===== src/rtl/e3_pkg.sv =====
// Shared Excess-3 constants and the per-digit decode result type.
package e3_pkg;
  localparam int         DIGIT_W       = 4;
  localparam logic [3:0] E3_OFFSET     = 4'd3;
  localparam logic [3:0] E3_MIN        = 4'b0011;
  localparam logic [3:0] E3_MAX        = 4'b1100;
  localparam logic [3:0] E3_BAD_NIBBLE = 4'hF;

  typedef struct packed {
    logic [DIGIT_W-1:0] bcd;
    logic               err;
  } e3_dec_t;
endpackage


===== src/rtl/excess3_digit_decode.sv =====
// Combinational Excess-3 nibble -> BCD decoder.
// With E3_ERR_CHECK_EN defined, out-of-range codes flag err and decode to E3_BAD_NIBBLE.
module excess3_digit_decode
  import e3_pkg::*;
(
  input  logic [DIGIT_W-1:0] code,
  output logic [DIGIT_W-1:0] bcd,
  output logic               err
);
  e3_dec_t dec;

  always_comb begin
    dec.err = 1'b0;
    dec.bcd = code - E3_OFFSET;
`ifdef E3_ERR_CHECK_EN
    if (code < E3_MIN || code > E3_MAX) begin
      dec.err = 1'b1;
      dec.bcd = E3_BAD_NIBBLE;
    end
`endif
  end

  assign bcd = dec.bcd;
  assign err = dec.err;
endmodule


===== src/rtl/excess3_serial_collector.sv =====
// Serial LSB-first Excess-3 collector: frames bits into DIGITS-digit words, decodes to BCD,
// holds one word on a ready/valid port and flags dropped words. Optional check: E3_ERR_CHECK_EN.
module excess3_serial_collector
  import e3_pkg::*;
#(
  parameter int DIGITS = 2
) (
  input  logic                      clock,
  input  logic                      reset,
  input  logic                      x_in,
  input  logic                      x_valid,
  input  logic                      out_ready,
  output logic                      out_valid,
  output logic [DIGIT_W*DIGITS-1:0] digit_out,
  output logic [DIGIT_W*DIGITS-1:0] bcd_out,
  output logic                      overrun,
  output logic                      code_err
);
  localparam int          CW   = (DIGITS > 1) ? $clog2(DIGITS) : 1;
  localparam logic [CW-1:0] LAST = CW'(DIGITS - 1);

  logic [1:0]                         bit_cnt;
  logic [CW-1:0]                      dig_cnt;
  logic [2:0]                         sr;
  logic [DIGITS-1:0][DIGIT_W-1:0]     slots;
  logic [DIGITS-1:0][DIGIT_W-1:0]     word;
  logic [DIGITS-1:0][DIGIT_W-1:0]     bcd_w;
  logic [DIGITS-1:0]                  err_w;
  logic [DIGIT_W-1:0]                 nibble;
  logic                               nib_done, complete, accept, load;

  assign nibble   = {x_in, sr};
  assign nib_done = x_valid && (bit_cnt == 2'd3);
  assign complete = nib_done && (dig_cnt == LAST);
  assign accept   = out_valid && out_ready;
  assign load     = complete && (!out_valid || out_ready);

  // The completing nibble bypasses its slot so the word is whole on the same edge.
  for (genvar i = 0; i < DIGITS; i++) begin : g_dig
    assign word[i] = (dig_cnt == CW'(i)) ? nibble : slots[i];
    excess3_digit_decode u_dec (
      .code (word[i]),
      .bcd  (bcd_w[i]),
      .err  (err_w[i])
    );
  end

  always_ff @(posedge clock or negedge reset) begin
    if (!reset) begin
      bit_cnt <= '0;
      dig_cnt <= '0;
      sr      <= '0;
      slots   <= '0;
    end else if (x_valid) begin
      sr      <= {x_in, sr[2:1]};
      bit_cnt <= bit_cnt + 2'd1;
      if (nib_done) begin
        slots[dig_cnt] <= nibble;
        dig_cnt        <= (dig_cnt == LAST) ? '0 : dig_cnt + 1'b1;
      end
    end
  end

  always_ff @(posedge clock or negedge reset) begin
    if (!reset) begin
      out_valid <= 1'b0;
      digit_out <= '0;
      bcd_out   <= '0;
      code_err  <= 1'b0;
      overrun   <= 1'b0;
    end else if (load) begin
      out_valid <= 1'b1;
      digit_out <= word;
      bcd_out   <= bcd_w;
      code_err  <= |err_w;
    end else begin
      // A completed word that cannot load implies a held, unaccepted word.
      if (complete) overrun   <= 1'b1;
      if (accept)   out_valid <= 1'b0;
    end
  end
endmodule


===== config.mk =====
export PLATFORM = sky130hd
export DESIGN_NAME = excess3_serial_collector
export DESIGN_NICKNAME = d
export VERILOG_FILES = /design/src/rtl/e3_pkg.sv /design/src/rtl/excess3_digit_decode.sv /design/src/rtl/excess3_serial_collector.sv
export SDC_FILE = /design/constraint.sdc
export NUM_CORES = 1
export LEC_CHECK = 0
export CORE_MARGIN = 3
export CORE_UTILIZATION = 35
export CTS_CLUSTER_DIAMETER = 100
export DETAILED_ROUTE_END_ITERATION = 16
export MAX_ROUTING_LAYER = met4
export PLACE_DENSITY = 0.59
export REMOVE_ABC_BUFFERS = 1
export SETUP_SLACK_MARGIN = 0.5
export SKIP_LAST_GASP = 1
export SYNTH_ARGS = -nofsm -noshare
export SYNTH_HDL_FRONTEND = slang
export SYNTH_SLANG_ARGS = --single-unit

===== constraint.sdc =====
create_clock -name clock -period 1.4 [get_ports clock]
set_input_delay 0.28 -clock clock [delete_from_list [all_inputs] [get_ports clock]]
set_output_delay 0.28 -clock clock [all_outputs]
set_load 0.005 [all_outputs]

==> run metrics <==
count leader, synth dfrtp_1; Total GRT Usage 13.4%; HPWL Detailed approximately 2000 um; Hold WS 0.350 ns; Ports 24; Core Rows 22; CP endpoint kind register; Hold Vio Cnt, Final 0; Die Ht around 69 um; CTS tree yes; final WL approximately 3000 um; register area share after synthesis 57.0%; MaxCap Viol Count 0; Root Driver clkbuf_8; critical path type reg2reg; Bufs on Longest Clock Path 2; Setup violations, final 8; FF+latch count, synth 32; via count slightly above 1000; Skew-Pair Late Insertion Delay slightly below 0.3 ns; pwr/cell area approximately 2400 nW/um^2; die area between 4000 and 5000 um^2; Reg2Reg Depth 6; Reg area between 800 and 900 um^2; pins over their slew limit 0; ys flop type dfrtp_1; clock-pin slew on the worst setup and hold paths about 0.070 ns; clk sinks 32; flop-to-flop setup slack -0.10 ns; Antenna Nets Post-Route 0; vias in the first global route 1069; Combinational Power Share between 50% and 60%; post-synth top area cell dfrtp_1; antenna cells 0; worst setup margin -0.101 ns; switching pwr around 0.0017 W; initial antenna violation count 0; sequential power share roughly a third; fin crit period approximately 1.5 ns; area of the multi-input gates roughly 700 um^2; design area around 2200 um^2; Mapped Cells about 110; H-tree depth 2; Initial DRT Pass Iterations 4; PortBufs 22; Final Total Pwr 0.00516 W; total global routing overflow 0; Synth top area share between 50 and 60%; Initial Utilization a little under two fifths; worst IR drop on VDD 0.00138 V; Synth Warn # 0; die width slightly below 70 um; status finished, violations left; largest cells by area after synthesis dfrtp_1, mux2_2, a21oi_1; Via density between 4 and 5; Setup Skew around 0.0064 ns; Sw Share about a third; Syn-to-layout area delta 55.7%; failing checks setup timing; Syn Std Cell Area roughly 1400 um^2; CTS buffer count 5; global-route wire length before repair about 4900 um; Tightest Hold Check Type in2async; number of synthesized flops with an enable pin 0; Layout Utilization between 50 and 60%; Syn Area/Cell approximately 13 um^2; startpoint type of the worst setup path register; Synth cell types 26; crit path DAT around 1.7 ns; required time worst endpoint around 1.6 ns; leakage power between 1 and 1.5 nW; filler instances approximately 300; most instantiated cells after synthesis dfrtp_1, mux2_2, a21oi_1, nor2_1, nand2_1; asr flop ratio synth between 90% and 100%; Detailed Route Iter0 Violations between 40 and 50; nets between 150 and 200; share of layout cells above drive strength 1 57.6%; placed inst area about 1800 um^2; Core Region between 3000 and 4000 um^2; max frequency about 670 MHz; drt wl/cell 13.5 um; largest net degree at the start of global routing 33; crit path max fanout 7; DRC violations left 0; P_int 0.00346 W; unrepaired setup endpoints after global routing true; Final period util 107%; GPL Wtd Cong 0.780; Clock power frac between 10% and 20%
## cell families after synthesis
family	after synthesis	synth area share [%]
fa+ha+maj	3	2.67
mux	21	18.1
xor+xnor	6	3.74
buf+inv	11	4.72
compound gates	18	7.04
flops	32	57.0
other cells	1	0.267
simple gates	19	6.42
## path summary, 6_finish.rpt
check,start,end
worst min register to register,overrun,overrun
worst max register to register,dig_cnt,bcd_out[7]
min in group clock,overrun,overrun
max in group asynchronous,reset,sr[1]
worst max-delay path,dig_cnt,bcd_out[7]
worst min-delay path,reset,digit_out[5]
## power groups by stage
stage	clock [W]	sequential (W)	combinational (W)
2_1_floorplan	0	0.00166	0.000916
3_3_place_gp	0	0.00159	0.00208
3_5_place_dp	0	0.00162	0.00213
4_1_cts	0.000691	0.00163	0.00259
5_1_grt	0.000738	0.00170	0.00311
6_report	0.000679	0.00164	0.00285
## routing by layer
metal | global-route usage (%) | vias up | part of all wire, %
met2 | 21.9 | 15 | 51
met5 | - | - | 0
met1 | 15.2 | 514 | 45
li1 | - | 498 | -
met4 | 6.51 | 0 | 1.7
met3 | 3.48 | 8 | 3.1
## what timing repair did
| action | in CTS | in global routing |
|---|---|---|
| gates cloned | 0 | 1 |
| pin swaps | 6 | 3 |
| resized for setup | 113 | 14 |
| setup endpoints to repair | 50 | 50 |
| hold buffers | 0 | 0 |
| setup buffers | 13 | 6 |
## registers in the layout, indices dropped and copies added, names as in the netlist
signal,count
sr,3
overrun,1
slots,8
bcd_out,8
bit_cnt,2
dig_cnt,1
out_valid,1
digit_out,8
## critical path: stages, from the launching register on
cell	delay (ns)
dfrtp_1	0.40
buf_12	0.15
buf_6	0.12
buf_4	0.13
mux2i_2	0.15
xor2_1	0.18
mux2_4	0.26
## per-stage QoR
step / setup TNS, ns / instances / setup WS [ns]
final: -0.491 / 225 / -0.101
after global placement: -4.22 / 198 / -0.318
after global routing: -1.45 / 225 / -0.159
after floorplan: -13.65 / 105 / -1.01
after CTS: -0.454 / 218 / -0.0935
after detailed placement: -4.71 / 198 / -0.328
## cell type report
| cell class | count | share of cell area, % |
|---|---|---|
| well taps | 48 | 2.75 |
| clock inverters | 1 | 0.229 |
| inverters | 5 | 0.859 |
| flip-flops and latches | 32 | 36.7 |
| clock buffers | 6 | 3.32 |
| multi-input cells | 69 | 31.9 |
| repair buffers | 64 | 24.2 |
## placed cells by master (no fill, tap or decap)
cell / count
dlygate4sd2_1: 1
buf_6: 16
o21ai_2: 5
ha_2: 1
o21ai_1: 2
clkbuf_8: 5
clkinv_2: 1
nand2_8: 1
mux2i_4: 5
nand3_4: 1
ha_1: 1
clkdlybuf4s50_1: 2
xor2_2: 1
nor2_1: 9
nor2b_2: 1
nand2_4: 1
buf_2: 18
ha_4: 1
buf_4: 24
xor2_1: 2
nand2b_1: 1
mux2_4: 10
xnor2_2: 1
dfrtp_2: 1
o21bai_1: 1
nand2_2: 1
dfrtp_1: 31
o21a_1: 1
nand2_1: 5
mux2_2: 3
clkdlybuf4s15_1: 1
mux2i_2: 3
buf_12: 2
clkbuf_1: 1
xnor2_1: 2
a21oi_1: 9
inv_1: 5
conb_1: 1
(Power assumes the default switching activity.)
